`src/rtl/a2d_pkg.sv`:
```
// Shared types, channel numbers and SPI command layout for the A2D round-robin scheduler.
package a2d_pkg;

    typedef enum logic [2:0] {IDLE, SEL, PAUSE, RD, UPD} state_t;

    typedef logic [1:0] rr_idx_t;

    localparam logic [2:0] CH_LFT_DEF   = 3'd0;
    localparam logic [2:0] CH_RGHT_DEF  = 3'd4;
    localparam logic [2:0] CH_STEER_DEF = 3'd5;
    localparam logic [2:0] CH_BATT_DEF  = 3'd6;

    localparam int unsigned CMD_W      = 16;
    localparam int unsigned CMD_CH_LSB = 11;
    localparam int unsigned CMD_CH_W   = 3;
    localparam int unsigned RES_W      = 12;

    function automatic logic [CMD_W-1:0] make_cmd(input logic [CMD_CH_W-1:0] ch);
        logic [CMD_W-1:0] cmd;
        cmd = '0;
        cmd[CMD_CH_LSB +: CMD_CH_W] = ch;
        return cmd;
    endfunction

endpackage

```
`src/rtl/a2d_result_bank.sv`:
```
// Four per-channel 12-bit result registers with a registered update strobe and index.
module a2d_result_bank
    import a2d_pkg::*;
(
    input  logic             i_clk,
    input  logic             i_rst,
    input  logic             i_we,
    input  rr_idx_t          i_idx,
    input  logic [RES_W-1:0] i_data,
    output logic [RES_W-1:0] o_lft_ld,
    output logic [RES_W-1:0] o_rght_ld,
    output logic [RES_W-1:0] o_steer_pot,
    output logic [RES_W-1:0] o_batt,
    output logic             o_rd_vld,
    output rr_idx_t          o_rd_idx
);

    logic [RES_W-1:0] r_lft;
    logic [RES_W-1:0] r_rght;
    logic [RES_W-1:0] r_steer;
    logic [RES_W-1:0] r_batt;
    logic             r_rd_vld;
    rr_idx_t          r_rd_idx;

    always_ff @(posedge i_clk) begin
        if (i_rst) begin
            r_lft    <= '0;
            r_rght   <= '0;
            r_steer  <= '0;
            r_batt   <= '0;
            r_rd_vld <= 1'b0;
            r_rd_idx <= '0;
        end else begin
            r_rd_vld <= i_we;
            if (i_we) begin
                r_rd_idx <= i_idx;
                unique case (i_idx)
                    2'd0: r_lft   <= i_data;
                    2'd1: r_rght  <= i_data;
                    2'd2: r_steer <= i_data;
                    2'd3: r_batt  <= i_data;
                endcase
            end
        end
    end

    assign o_lft_ld    = r_lft;
    assign o_rght_ld   = r_rght;
    assign o_steer_pot = r_steer;
    assign o_batt      = r_batt;
    assign o_rd_vld    = r_rd_vld;
    assign o_rd_idx    = r_rd_idx;

endmodule

```
`src/rtl/a2d_rr_sched.sv`:
```
// Round-robin A2D conversion scheduler: per trigger, a channel-select SPI transaction, a pause,
// then a read transaction whose 12-bit result lands in the per-channel holding register.
module a2d_rr_sched
    import a2d_pkg::*;
#(
    parameter int unsigned PAUSE_CYC = 2,
    parameter logic [2:0]  CH_LFT    = CH_LFT_DEF,
    parameter logic [2:0]  CH_RGHT   = CH_RGHT_DEF,
    parameter logic [2:0]  CH_STEER  = CH_STEER_DEF,
    parameter logic [2:0]  CH_BATT   = CH_BATT_DEF
) (
    input  logic             i_clk,
    input  logic             i_rst,
    input  logic             i_nxt,
    output logic             o_wrt,
    output logic [CMD_W-1:0] o_cmd,
    input  logic             i_done,
    input  logic [CMD_W-1:0] i_resp,
    output logic [RES_W-1:0] o_lft_ld,
    output logic [RES_W-1:0] o_rght_ld,
    output logic [RES_W-1:0] o_steer_pot,
    output logic [RES_W-1:0] o_batt,
    output logic             o_rd_vld,
    output rr_idx_t          o_rd_idx,
    output logic             o_busy,
    output logic             o_ovr
);

    localparam int unsigned CNT_W = (PAUSE_CYC > 1) ? $clog2(PAUSE_CYC) : 1;

    state_t           r_state;
    state_t           w_state_d;
    logic [CNT_W-1:0] r_cnt;
    logic [CNT_W-1:0] w_cnt_d;
    rr_idx_t          r_ptr;
    rr_idx_t          w_ptr_d;
    logic [CMD_W-1:0] r_cmd;
    logic [CMD_W-1:0] w_cmd_d;
    logic             r_wrt;
    logic             w_wrt_d;
    logic             r_ovr;
    logic             w_ovr_d;
    logic             w_pause_wrt;
    logic             w_we;
    logic [2:0]       w_ch;
    logic             w_unused_resp;

    // ADC status nibble carries nothing we use
    assign w_unused_resp = ^i_resp[CMD_W-1:RES_W];

    always_comb begin
        w_ch = CH_LFT;
        unique case (r_ptr)
            2'd0: w_ch = CH_LFT;
            2'd1: w_ch = CH_RGHT;
            2'd2: w_ch = CH_STEER;
            2'd3: w_ch = CH_BATT;
        endcase
    end

    always_comb begin
        w_state_d   = r_state;
        w_cnt_d     = r_cnt;
        w_ptr_d     = r_ptr;
        w_cmd_d     = r_cmd;
        w_wrt_d     = 1'b0;
        w_pause_wrt = 1'b0;
        w_we        = 1'b0;
        w_ovr_d     = r_ovr | (i_nxt & (r_state != IDLE));
        unique case (r_state)
            IDLE: begin
                if (i_nxt) begin
                    w_cmd_d   = make_cmd(w_ch);
                    w_wrt_d   = 1'b1;
                    w_state_d = SEL;
                end
            end
            SEL: begin
                // First response is the previously selected channel; drop it.
                if (i_done) begin
                    w_cnt_d   = CNT_W'(PAUSE_CYC - 1);
                    w_state_d = PAUSE;
                end
            end
            PAUSE: begin
                // Combinational strobe so the read starts exactly PAUSE_CYC after done.
                if (r_cnt == '0) begin
                    w_pause_wrt = 1'b1;
                    w_state_d   = RD;
                end else begin
                    w_cnt_d = r_cnt - CNT_W'(1);
                end
            end
            RD: begin
                if (i_done) begin
                    w_we      = 1'b1;
                    w_state_d = UPD;
                end
            end
            UPD: begin
                w_ptr_d   = r_ptr + 2'd1;
                w_state_d = IDLE;
            end
            default: w_state_d = IDLE;
        endcase
    end

    always_ff @(posedge i_clk) begin
        if (i_rst) begin
            r_state <= IDLE;
            r_cnt   <= '0;
            r_ptr   <= '0;
            r_cmd   <= '0;
            r_wrt   <= 1'b0;
            r_ovr   <= 1'b0;
        end else begin
            r_state <= w_state_d;
            r_cnt   <= w_cnt_d;
            r_ptr   <= w_ptr_d;
            r_cmd   <= w_cmd_d;
            r_wrt   <= w_wrt_d;
            r_ovr   <= w_ovr_d;
        end
    end

    a2d_result_bank u_bank (
        .i_clk       (i_clk),
        .i_rst       (i_rst),
        .i_we        (w_we),
        .i_idx       (r_ptr),
        .i_data      (i_resp[RES_W-1:0]),
        .o_lft_ld    (o_lft_ld),
        .o_rght_ld   (o_rght_ld),
        .o_steer_pot (o_steer_pot),
        .o_batt      (o_batt),
        .o_rd_vld    (o_rd_vld),
        .o_rd_idx    (o_rd_idx)
    );

    assign o_wrt  = r_wrt | w_pause_wrt;
    assign o_cmd  = r_cmd;
    assign o_busy = (r_state != IDLE);
    assign o_ovr  = r_ovr;

endmodule

```
`config.mk`:
```
export PLATFORM = sky130hd
export DESIGN_NAME = a2d_rr_sched
export DESIGN_NICKNAME = d
export VERILOG_FILES = /design/src/rtl/a2d_pkg.sv /design/src/rtl/a2d_result_bank.sv /design/src/rtl/a2d_rr_sched.sv
export SDC_FILE = /design/constraint.sdc
export NUM_CORES = 1
export LEC_CHECK = 0
export BUFFER_PORTS_ARGS = -buffer_cell sky130_fd_sc_hd__clkbuf_2
export CAP_MARGIN = 20
export CELL_PAD_IN_SITES_DETAIL_PLACEMENT = 2
export CELL_PAD_IN_SITES_GLOBAL_PLACEMENT = 2
export CORE_UTILIZATION = 30
export DETAILED_ROUTE_END_ITERATION = 12
export GPL_ROUTABILITY_DRIVEN = 0
export PLACE_DENSITY = 0.81
export SLEW_MARGIN = 20
export SYNTH_ARGS = -nofsm -noshare
export SYNTH_HDL_FRONTEND = slang
export SYNTH_SLANG_ARGS = --single-unit
```
`constraint.sdc`:
```
create_clock -name i_clk -period 1.9 [get_ports i_clk]
set_input_delay 0.285 -clock i_clk [delete_from_list [all_inputs] [get_ports i_clk]]
set_output_delay 0.285 -clock i_clk [all_outputs]
set_load 0.05 [all_outputs]
```
==> metrics.txt, run 1 <==
Sequential cell area roughly 1200 sq um; antenna fix cells 0; VDD IR max 0.299 mV; Largest delay share family, worst path flip-flops; number of H-tree branching levels 3; I/O pin count 90; cell area after synthesis 2640 sq um; mean area per synthesized cell 10.7 sq um; WS Path Type flop to primary output; setup slack of the worst register-to-register path about 350 ps; crit end category primary output; die outline width approximately 96 um; outcome finished, final reports clean; end of the worst register-to-register path u_bank.o_rght_ld[8]$_SDFFE_PP0P_; most frequent cell after synthesis sky130_fd_sc_hd__dfxtp_1; total routing usage reported by global routing 14.4%; CTS tree yes; first drt pass iteration count 4; instance count of the mapped netlist 246; number of distinct standard cells referenced by the synthesized netlist 25; FMAX 578 MHz; worst hold-check path type input port to flop; number of buffers inserted by post-CTS setup repair 0; Post-Route Skew 11.9 ps; post-synthesis register bit count 62; required time at the endpoint of the critical path 1620 ps; kind of start point of the critical path flop; cell type with the highest aggregate area in the netlist sky130_fd_sc_hd__dfxtp_1; top cell type's share of synthesized area 47.0%; Nets 343; largest stage delay on the critical path roughly 420 ps; area added between synthesis and finish 23.1%; Area contributors post-synth sky130_fd_sc_hd__dfxtp_1 (47%), sky130_fd_sc_hd__mux2i_1 (20%), sky130_fd_sc_hd__nand2b_1 (14%); Fin. Hold Viols 0; setup repair after global routing missed its margin no; maxcap violations 0; area enclosed by the die boundary slightly above 9000 sq um; total power density per cell area 887 nW/um^2; initial cell density of the core 31.5%; Slew Viols, Final 0; clock slew seen by the registers of the worst setup and hold paths 70 ps; fraction of the yosys area taken by sequential cells approximately 47%; proportion of synthesized flip-flops having asynchronous set or reset 0%; number of buffers created by CTS 9; area occupied by multi-input gates 1220 sq um; final critical path time including I/O delays and setup roughly 1700 ps; CP Max Fanout 9; later-pin clock latency in the skew report about 330 ps; std cell rows 33; global-route wire length before repair just under 10 mm; buffering stage count on the worst path with inverters included 1; Initial DRC Count 76; number of enable-type register cells in the synthesized netlist 0; cells along the critical path o41ai_2, clkbuf_2; Post-DP HPWL 4.52 mm; area of the core between 8000 and 9000 sq um; dominant register cell in the synthesized netlist sky130_fd_sc_hd__dfxtp_1; critical path's slowest cell sky130_fd_sc_hd__dfxtp_1; detailed-route DRC error count 0; logic depth of the worst register-to-register path 4; final global-route overflow total 0; fill cell instance count of the final layout approximately 940; final setup vio count 0; largest net degree at the start of global routing 42; Post-Route WL 6.49 mm; Hold Path Origin i_nxt; DR vias 1898; number of synthesis warnings 0; clock root buffer master sky130_fd_sc_hd__clkbuf_8; post-detailed-route wirelength per cell 15.1 um; Hold Path Cell Cnt 3; Static Leak 0.00161 uW; post-layout total power roughly 2900 uW; Port Buffers a little over 70; crit path DAT 1440 ps; die span in y 95.8 um; sum of negative setup slack 0 ps; worst-case clock buffer depth 2; post-detailed-route via-to-cell ratio 4.42; fraction of final layout cells sized beyond drive strength 1 a little under a third; antenna violations before repair 0; end point of the most critical hold path o_ovr$_SDFF_PP0_; Post-synth top cells sky130_fd_sc_hd__dfxtp_1 (62), sky130_fd_sc_hd__nand2b_1 (60), sky130_fd_sc_hd__mux2i_1 (53); final antenna-violating net count 0; post-route clock period utilization roughly nine tenths; worst flop-to-flop path startpoint r_state[2]$_SDFFE_PP0P_; clk sink count 62; via count of the first global-routing pass 1973
==> cells in the final DEF (no fill, tap or decap), types with 3 or more instances in the layout <==
cell type,n
sky130_fd_sc_hd__mux2i_1,53
sky130_fd_sc_hd__clkbuf_8,9
sky130_fd_sc_hd__clkbuf_2,72
sky130_fd_sc_hd__conb_1,13
sky130_fd_sc_hd__buf_4,5
sky130_fd_sc_hd__inv_1,4
sky130_fd_sc_hd__nand2_1,4
sky130_fd_sc_hd__nor2b_1,3
sky130_fd_sc_hd__a21oi_1,3
sky130_fd_sc_hd__ha_1,4
sky130_fd_sc_hd__dfxtp_1,61
sky130_fd_sc_hd__nor2_1,10
sky130_fd_sc_hd__nand2b_1,60
==> how the worst max path moves through the flow <==
stage / end / startpoint / cells past startpoint
2_1_floorplan: o_wrt / r_state[1]$_SDFFE_PP0P_ / 2
3_3_place_gp: o_wrt / r_state[1]$_SDFFE_PP0P_ / 3
3_5_place_dp: u_bank.o_lft_ld[0]$_SDFFE_PP0P_ / r_state[0]$_SDFFE_PP0P_ / 3
4_1_cts: o_wrt / r_state[1]$_SDFFE_PP0P_ / 3
5_1_grt: o_wrt / r_state[2]$_SDFFE_PP0P_ / 2
6_report: o_wrt / r_state[2]$_SDFFE_PP0P_ / 2
==> timing repair <==
action	in CTS	in global routing
gates resized for setup	0	1
endpoints found under the setup margin	0	1
hold buffers	0	0
==> flip-flops by register name, summed over array words and instances (netlist names), 2 cells and up <==
name and count:
u_bank.o_steer_pot 12, r_ptr 2, u_bank.o_rd_idx 2, r_state 3
u_bank.o_batt 12, u_bank.o_rght_ld 12, o_cmd 3, u_bank.o_lft_ld 12
==> metal layers <==
| layer | routed length (um) | share of wire [%] | vias to the layer above | track usage [%] |
|---|---|---|---|---|
| li1 | - | - | 923 | - |
| met1 | 2940 | 45 | 934 | 17.7 |
| met2 | 3370 | 52 | 41 | 24.9 |
| met3 | 182 | 2.8 | 0 | 1.97 |
| met4 | 0 | 0 | 0 | 6.34 |
| met5 | 0 | 0 | - | 0 |
==> report_power, final <==
part	switching, uW	total (uW)	leakage (uW)	internal (uW)
sequential	19.8	1340	0.000501	1320
combinational	179	255	0.00101	75.9
clock	549	1290	0.000106	743
total	748	2880	0.00161	2130
==> worst reg2reg max path: stages (launching register included) <==
cell                      delay, ps
sky130_fd_sc_hd__dfxtp_1        550
sky130_fd_sc_hd__and4b_1        320
sky130_fd_sc_hd__nand2_1        110
sky130_fd_sc_hd__buf_4          260
sky130_fd_sc_hd__mux2i_1        240
==> per-stage QoR <==
step	hold slack (ps)	std cells	setup WS (ps)	util, %	area, sq um
finish	229	429	170	38.8	3250
global route	240	429	86.8	38.8	3250
CTS	217	429	54.6	38.8	3250
detailed placement	470	413	360	36.1	3030
global placement	452	413	429	36.1	3030
floorplan	426	258	134	-	2690
==> kinds of logic (layout without fill, tap and decap cells) <==
family	count (synthesis)	count (layout)	synth area share (%)
flip-flops	62	62	47.0
multiplexers	53	53	20.1
other	1	13	0.142
XOR/XNOR	2	2	0.664
AO/OA/AOI/OAI	8	8	1.94
adder cells (fa/ha/maj)	4	4	1.90
AND/OR/NAND/NOR	84	84	19.5
buffers and inverters	32	98	8.72
==> cell type report <==
| cell class | count | area share [%] |
|---|---|---|
| clock buffer | 9 | 3.81 |
| clock inverter | 7 | 3.00 |
| inverter | 4 | 0.462 |
| multi-input combinational | 164 | 37.6 |
| sequential | 62 | 38.2 |
| tap | 105 | 4.04 |
| timing repair buffer | 78 | 12.9 |
Note: power is estimated with default switching activity, not from simulation.
==> inputs of run 2 (changes only) <==
Settings changed: CAP_MARGIN 20 to default, PLACE_DENSITY 0.81 to 0.74.
==> metrics.txt, run 2 (same netlist as run 1, synthesis figures left out) <==
Post-Route WL 6.41 mm (-1.3%); Critical path destination o_wrt; setup slack of the worst register-to-register path 360 ps (about the same); Cells after DPL 413 (unchanged); worst flop-to-flop path startpoint r_state[0]$_SDFFE_PP0P_; I/O pin count 90 (unchanged); VDD IR max 0.313 mV (+4.8%); final global-route overflow total 0 (unchanged); final antenna-violating net count 0 (unchanged); total power density per cell area 886 nW/um^2 (about the same); number of H-tree branching levels 3 (unchanged); final setup vio count 0 (unchanged); final critical path time including I/O delays and setup 1740 ps (+9.38 ps); WS Path Type flop to primary output; post-route clock period utilization 91.5% (+0.49 points); area added between synthesis and finish 23.1% (unchanged); worst-case clock buffer depth 2 (unchanged); largest net degree at the start of global routing 43 (+2.4%); worst hold-check path type input port to flop; Post-DP HPWL 4.42 mm (-2.1%); post-layout worst setup margin 161 ps (-9.38 ps); sum of negative setup slack 0 ps (unchanged); later-pin clock latency in the skew report 330 ps (about the same); clock root buffer master sky130_fd_sc_hd__clkbuf_8; Fin. Hold Viols 0 (unchanged); Static Leak 0.00161 uW (unchanged); CP Max Fanout 9 (unchanged); logic depth of the worst register-to-register path 3 (-1); highest-count cells in the layout ignoring fill and taps sky130_fd_sc_hd__clkbuf_2 (72), sky130_fd_sc_hd__dfxtp_1 (61), sky130_fd_sc_hd__nand2b_1 (60), sky130_fd_sc_hd__mux2i_1 (53), sky130_fd_sc_hd__conb_1 (13); number of buffers created by CTS 9 (unchanged); startpoint of the most critical setup path r_state[2]$_SDFFE_PP0P_; Post-Route Skew 14.2 ps (+2.26 ps); post-layout total power 2880 uW (about the same); Nets 343 (unchanged); Slew Viols, Final 0 (unchanged); most common library cell in the layout ignoring fill and taps sky130_fd_sc_hd__clkbuf_2; global-route wire length before repair 9.98 mm (+1.4%); die span in y 95.8 um (unchanged); first drt pass iteration count 3 (-1); worst setup timing slack at the placement stage 375 ps (+15.0 ps); Port Buffers 72 (unchanged); antenna violations before repair 0 (unchanged); quantity of hold-fixing buffers added after cts 0 (unchanged); initial cell density of the core 31.5% (unchanged); fraction of final layout cells sized beyond drive strength 1 30.2% (unchanged); crit end category primary output; area enclosed by the die boundary 9180 sq um (unchanged); std cell rows 33 (unchanged); setup repair after global routing missed its margin no; die outline width 95.8 um (unchanged); DR vias 1906 (+0.42%); detailed-route DRC error count 0 (unchanged); number of buffers inserted by post-CTS setup repair 0 (unchanged); maxcap violations 0 (unchanged); Initial DRC Count 32 (-58%); kind of start point of the critical path flop; clk sink count 62 (unchanged); end of the worst register-to-register path u_bank.o_lft_ld[9]$_SDFFE_PP0P_; clock slew seen by the registers of the worst setup and hold paths 80 ps (about the same); required time at the endpoint of the critical path 1620 ps (about the same); crit path DAT 1450 ps (about the same); via count of the first global-routing pass 1946 (-1.4%); post-detailed-route via-to-cell ratio 4.44 (+0.42%); outcome finished, final reports clean; FMAX 575 MHz (-0.54%); area of the core 8380 sq um (unchanged); CTS tree yes; total routing usage reported by global routing 14.8% (+0.39 points); antenna fix cells 0 (unchanged); fill cell instance count of the final layout 957 (+2.1%); post-detailed-route wirelength per cell 14.9 um (-1.3%); fin cells 429 (unchanged)
## run 2: cell counts in the layout (fill, tap and decap cells not counted)
No cell type changed its count.
## run 2: routing by layer
layer | share of wire (%) | GRT usage (%) | vias up | wire, um
met5 | 0 | 0 | - | 0
met4 | 1.5 | 7.09 | 0 | 96
met3 | 3.8 | 2.84 | 7 | 241
met2 | 51 | 25.2 | 53 | 3250
met1 | 44 | 17.8 | 922 | 2820
li1 | - | - | 924 | -
## run 2: per-stage QoR
step                      instance area [sq um]  hold WS [ps]  util (%)
final                                      3250           245      38.8
after CTS                                  3250           237      38.8
after detailed placement                   3030           471      36.1
after global routing                       3250           276      38.8
after floorplan                            2690           426         -
after global placement                     3030           451      36.1
## run 2: repair_timing
item,CTS,global route
hold endpoints to repair,0,0
setup endpoints to repair,0,1
resized for setup,0,1
## run 2: worst min path at each step
stage	to	cells after the start	slack, ps	startpoint
after global routing	u_bank.o_rght_ld[4]$_SDFFE_PP0P_	3	280	i_resp[4]
final	o_ovr$_SDFF_PP0_	3	240	i_nxt
after detailed placement	u_bank.o_steer_pot[7]$_SDFFE_PP0P_	2	470	u_bank.o_steer_pot[7]$_SDFFE_PP0P_
after global placement	o_ovr$_SDFF_PP0_	2	450	o_ovr$_SDFF_PP0_
after CTS	o_ovr$_SDFF_PP0_	3	240	i_nxt
after floorplan	o_ovr$_SDFF_PP0_	2	430	i_nxt
## run 2: worst max-delay path, cell delays in order (launching register included)
cell                       delay, ps
sky130_fd_sc_hd__dfxtp_1         420
sky130_fd_sc_hd__o41ai_2         380
sky130_fd_sc_hd__clkbuf_2        330
## run 2: final cells by class
class / instances / area [sq um] / area share (%)
flip-flops and latches: 62 / 1240 / 38.2
clock inverters: 7 / 97.6 / 3.00
well taps: 105 / 131 / 4.04
inverters: 4 / 15.0 / 0.462
multi-input cells: 164 / 1220 / 37.6
clock buffers: 9 / 124 / 3.81
repair buffers: 78 / 418 / 12.9
## run 2: report_power, final
part | switching (uW) | internal [uW] | total, uW
logic | 178 | 75.8 | 254
registers | 19.5 | 1320 | 1330
clock network | 549 | 743 | 1290
==> inputs of run 3 (changes only) <==
Settings changed: CORE_UTILIZATION 30 to 31, CTS_BUF_LIST from default to sky130_fd_sc_hd__clkbuf_8, PLACE_DENSITY 0.74 to 0.77.
==> metrics.txt, run 3 (same netlist as run 1, synthesis figures left out) <==
outcome finished, final reports clean; Post-Route WL 6.53 mm (+1.9%); GRT met3 Usage 3.16% (+0.31 points); CP Max Fanout 9 (unchanged); met2 Use GR 27.5% (+2.4 points); number of H-tree branching levels 3 (unchanged); met1 Usage GRT 18.1% (+0.33 points); detailed-route DRC error count 0 (unchanged); post-detailed-route wirelength per cell 15.3 um (+2.1%); Nets 342 (-0.29%); final setup vio count 0 (unchanged); logic depth of the worst register-to-register path 3 (unchanged); clk sink count 62 (unchanged); total power density per cell area 860 nW/um^2 (-3.0%); later-pin clock latency in the skew report 340 ps (about the same); setup repair after global routing missed its margin no; most used routing layer in global routing met2; area enclosed by the die boundary 8890 sq um (-3.2%); die span in y 94.3 um (-1.6%); highest-count cells in the layout ignoring fill and taps sky130_fd_sc_hd__clkbuf_2 (72), sky130_fd_sc_hd__dfxtp_1 (61), sky130_fd_sc_hd__nand2b_1 (60), sky130_fd_sc_hd__mux2i_1 (53), sky130_fd_sc_hd__conb_1 (13); die outline width 94.3 um (-1.6%); final critical path time including I/O delays and setup 1740 ps (+2.02 ps); kind of start point of the critical path flop; maxcap violations 0 (unchanged); DR vias 1896 (-0.52%); final global-route overflow total 0 (unchanged); worst setup timing slack at the placement stage 360 ps (-14.3 ps); final antenna-violating net count 0 (unchanged); first drt pass iteration count 4 (+1); crit end category primary output; worst hold-check path type input port to flop; antenna fix cells 0 (unchanged); post-route clock period utilization 91.6% (+0.11 points); number of buffers inserted by post-CTS setup repair 0 (unchanged); initial cell density of the core 32.1% (+0.63 points); clock root buffer master sky130_fd_sc_hd__clkbuf_8; setup slack of the worst register-to-register path 350 ps (about the same); WHS 223 ps (-21.6 ps); global-route wire length before repair 10.2 mm (+2.6%); std cell rows 33 (unchanged); WS Path Type flop to primary output; FMAX 574 MHz (-0.12%); Post-DP HPWL 4.50 mm (+1.7%); post-detailed-route via-to-cell ratio 4.43 (-0.29%); number of buffers created by CTS 9 (unchanged); Static Leak 0.00161 uW (about the same); Port Buffers 72 (unchanged); CTS tree yes; largest net degree at the start of global routing 58 (+35%); crit path DAT 1460 ps (about the same); required time at the endpoint of the critical path 1620 ps (about the same); post-layout worst setup margin 159 ps (-2.02 ps); Fin. Hold Viols 0 (unchanged); area of the core 8220 sq um (-2.0%); sum of negative setup slack 0 ps (unchanged); Initial DRC Count 32 (unchanged); via count of the first global-routing pass 2013 (+3.4%); most common library cell in the layout ignoring fill and taps sky130_fd_sc_hd__clkbuf_2; VDD IR max 0.315 mV (+0.46%); Hold Path Cell Cnt 3 (unchanged); Slew Viols, Final 0 (unchanged); Post-Route Skew 10.1 ps (-4.06 ps); total routing usage reported by global routing 15.8% (+1.0 points); worst-case clock buffer depth 2 (unchanged); I/O pin count 90 (unchanged); fraction of final layout cells sized beyond drive strength 1 29.7% (-0.53 points); clock slew seen by the registers of the worst setup and hold paths 70 ps (about the same); antenna violations before repair 0 (unchanged); area added between synthesis and finish 22.0%
[run 3: per-layer routing]
metal	vias to the layer above	part of all wire (%)	wire, um
met3	6	3.7	240
met5	-	0	0
met2	49	52	3370
met4	0	1.3	86
met1	922	43	2830
li1	919	-	-
[run 3: final timing paths]
kind                                       start                               to
hold / removal                             i_nxt                 o_ovr$_SDFF_PP0_
setup reg to reg         r_state[0]$_SDFFE_PP0P_  u_bank.o_lft_ld[6]$_SDFFE_PP0P_
hold reg to reg   u_bank.o_batt[11]$_SDFFE_PP0P_   u_bank.o_batt[11]$_SDFFE_PP0P_
setup / recovery         r_state[2]$_SDFFE_PP0P_                            o_wrt
[run 3: cell type report]
class,count,area (sq um)
sequential,62,1240
clock buffer,11,151
multi-input combinational,164,1220
inverter,4,15.0
fill,938,5000
timing repair buffer,77,410
clock inverter,5,48.8
tap,105,131
[run 3: worst max-delay path, stage by stage (launching register included)]
cell and delay, ps:
sky130_fd_sc_hd__dfxtp_1 410, sky130_fd_sc_hd__o41ai_2 380, sky130_fd_sc_hd__clkbuf_2 330
[run 3: stage by stage]
stage | cell area, sq um | util, % | power, uW | std cells
after detailed placement | 3020 | 36.7 | 1620 | 412
after CTS | 3220 | 39.2 | 2810 | 428
final | 3220 | 39.2 | 2770 | 428
after global routing | 3220 | 39.2 | 2890 | 428
after global placement | 3020 | 36.7 | 1610 | 412
after floorplan | 2690 | - | 1580 | 258
[run 3: power breakdown]
group          switching [uW]  total [uW]  internal (uW)
Combinational             179         254           74.6
Sequential               19.2        1340           1320
Clock                     514        1180            666
[run 3: repair_timing]
action	4_1_cts	5_1_grt
hold buffers	0	0
resized for setup	0	1
endpoints found under the setup margin	0	1
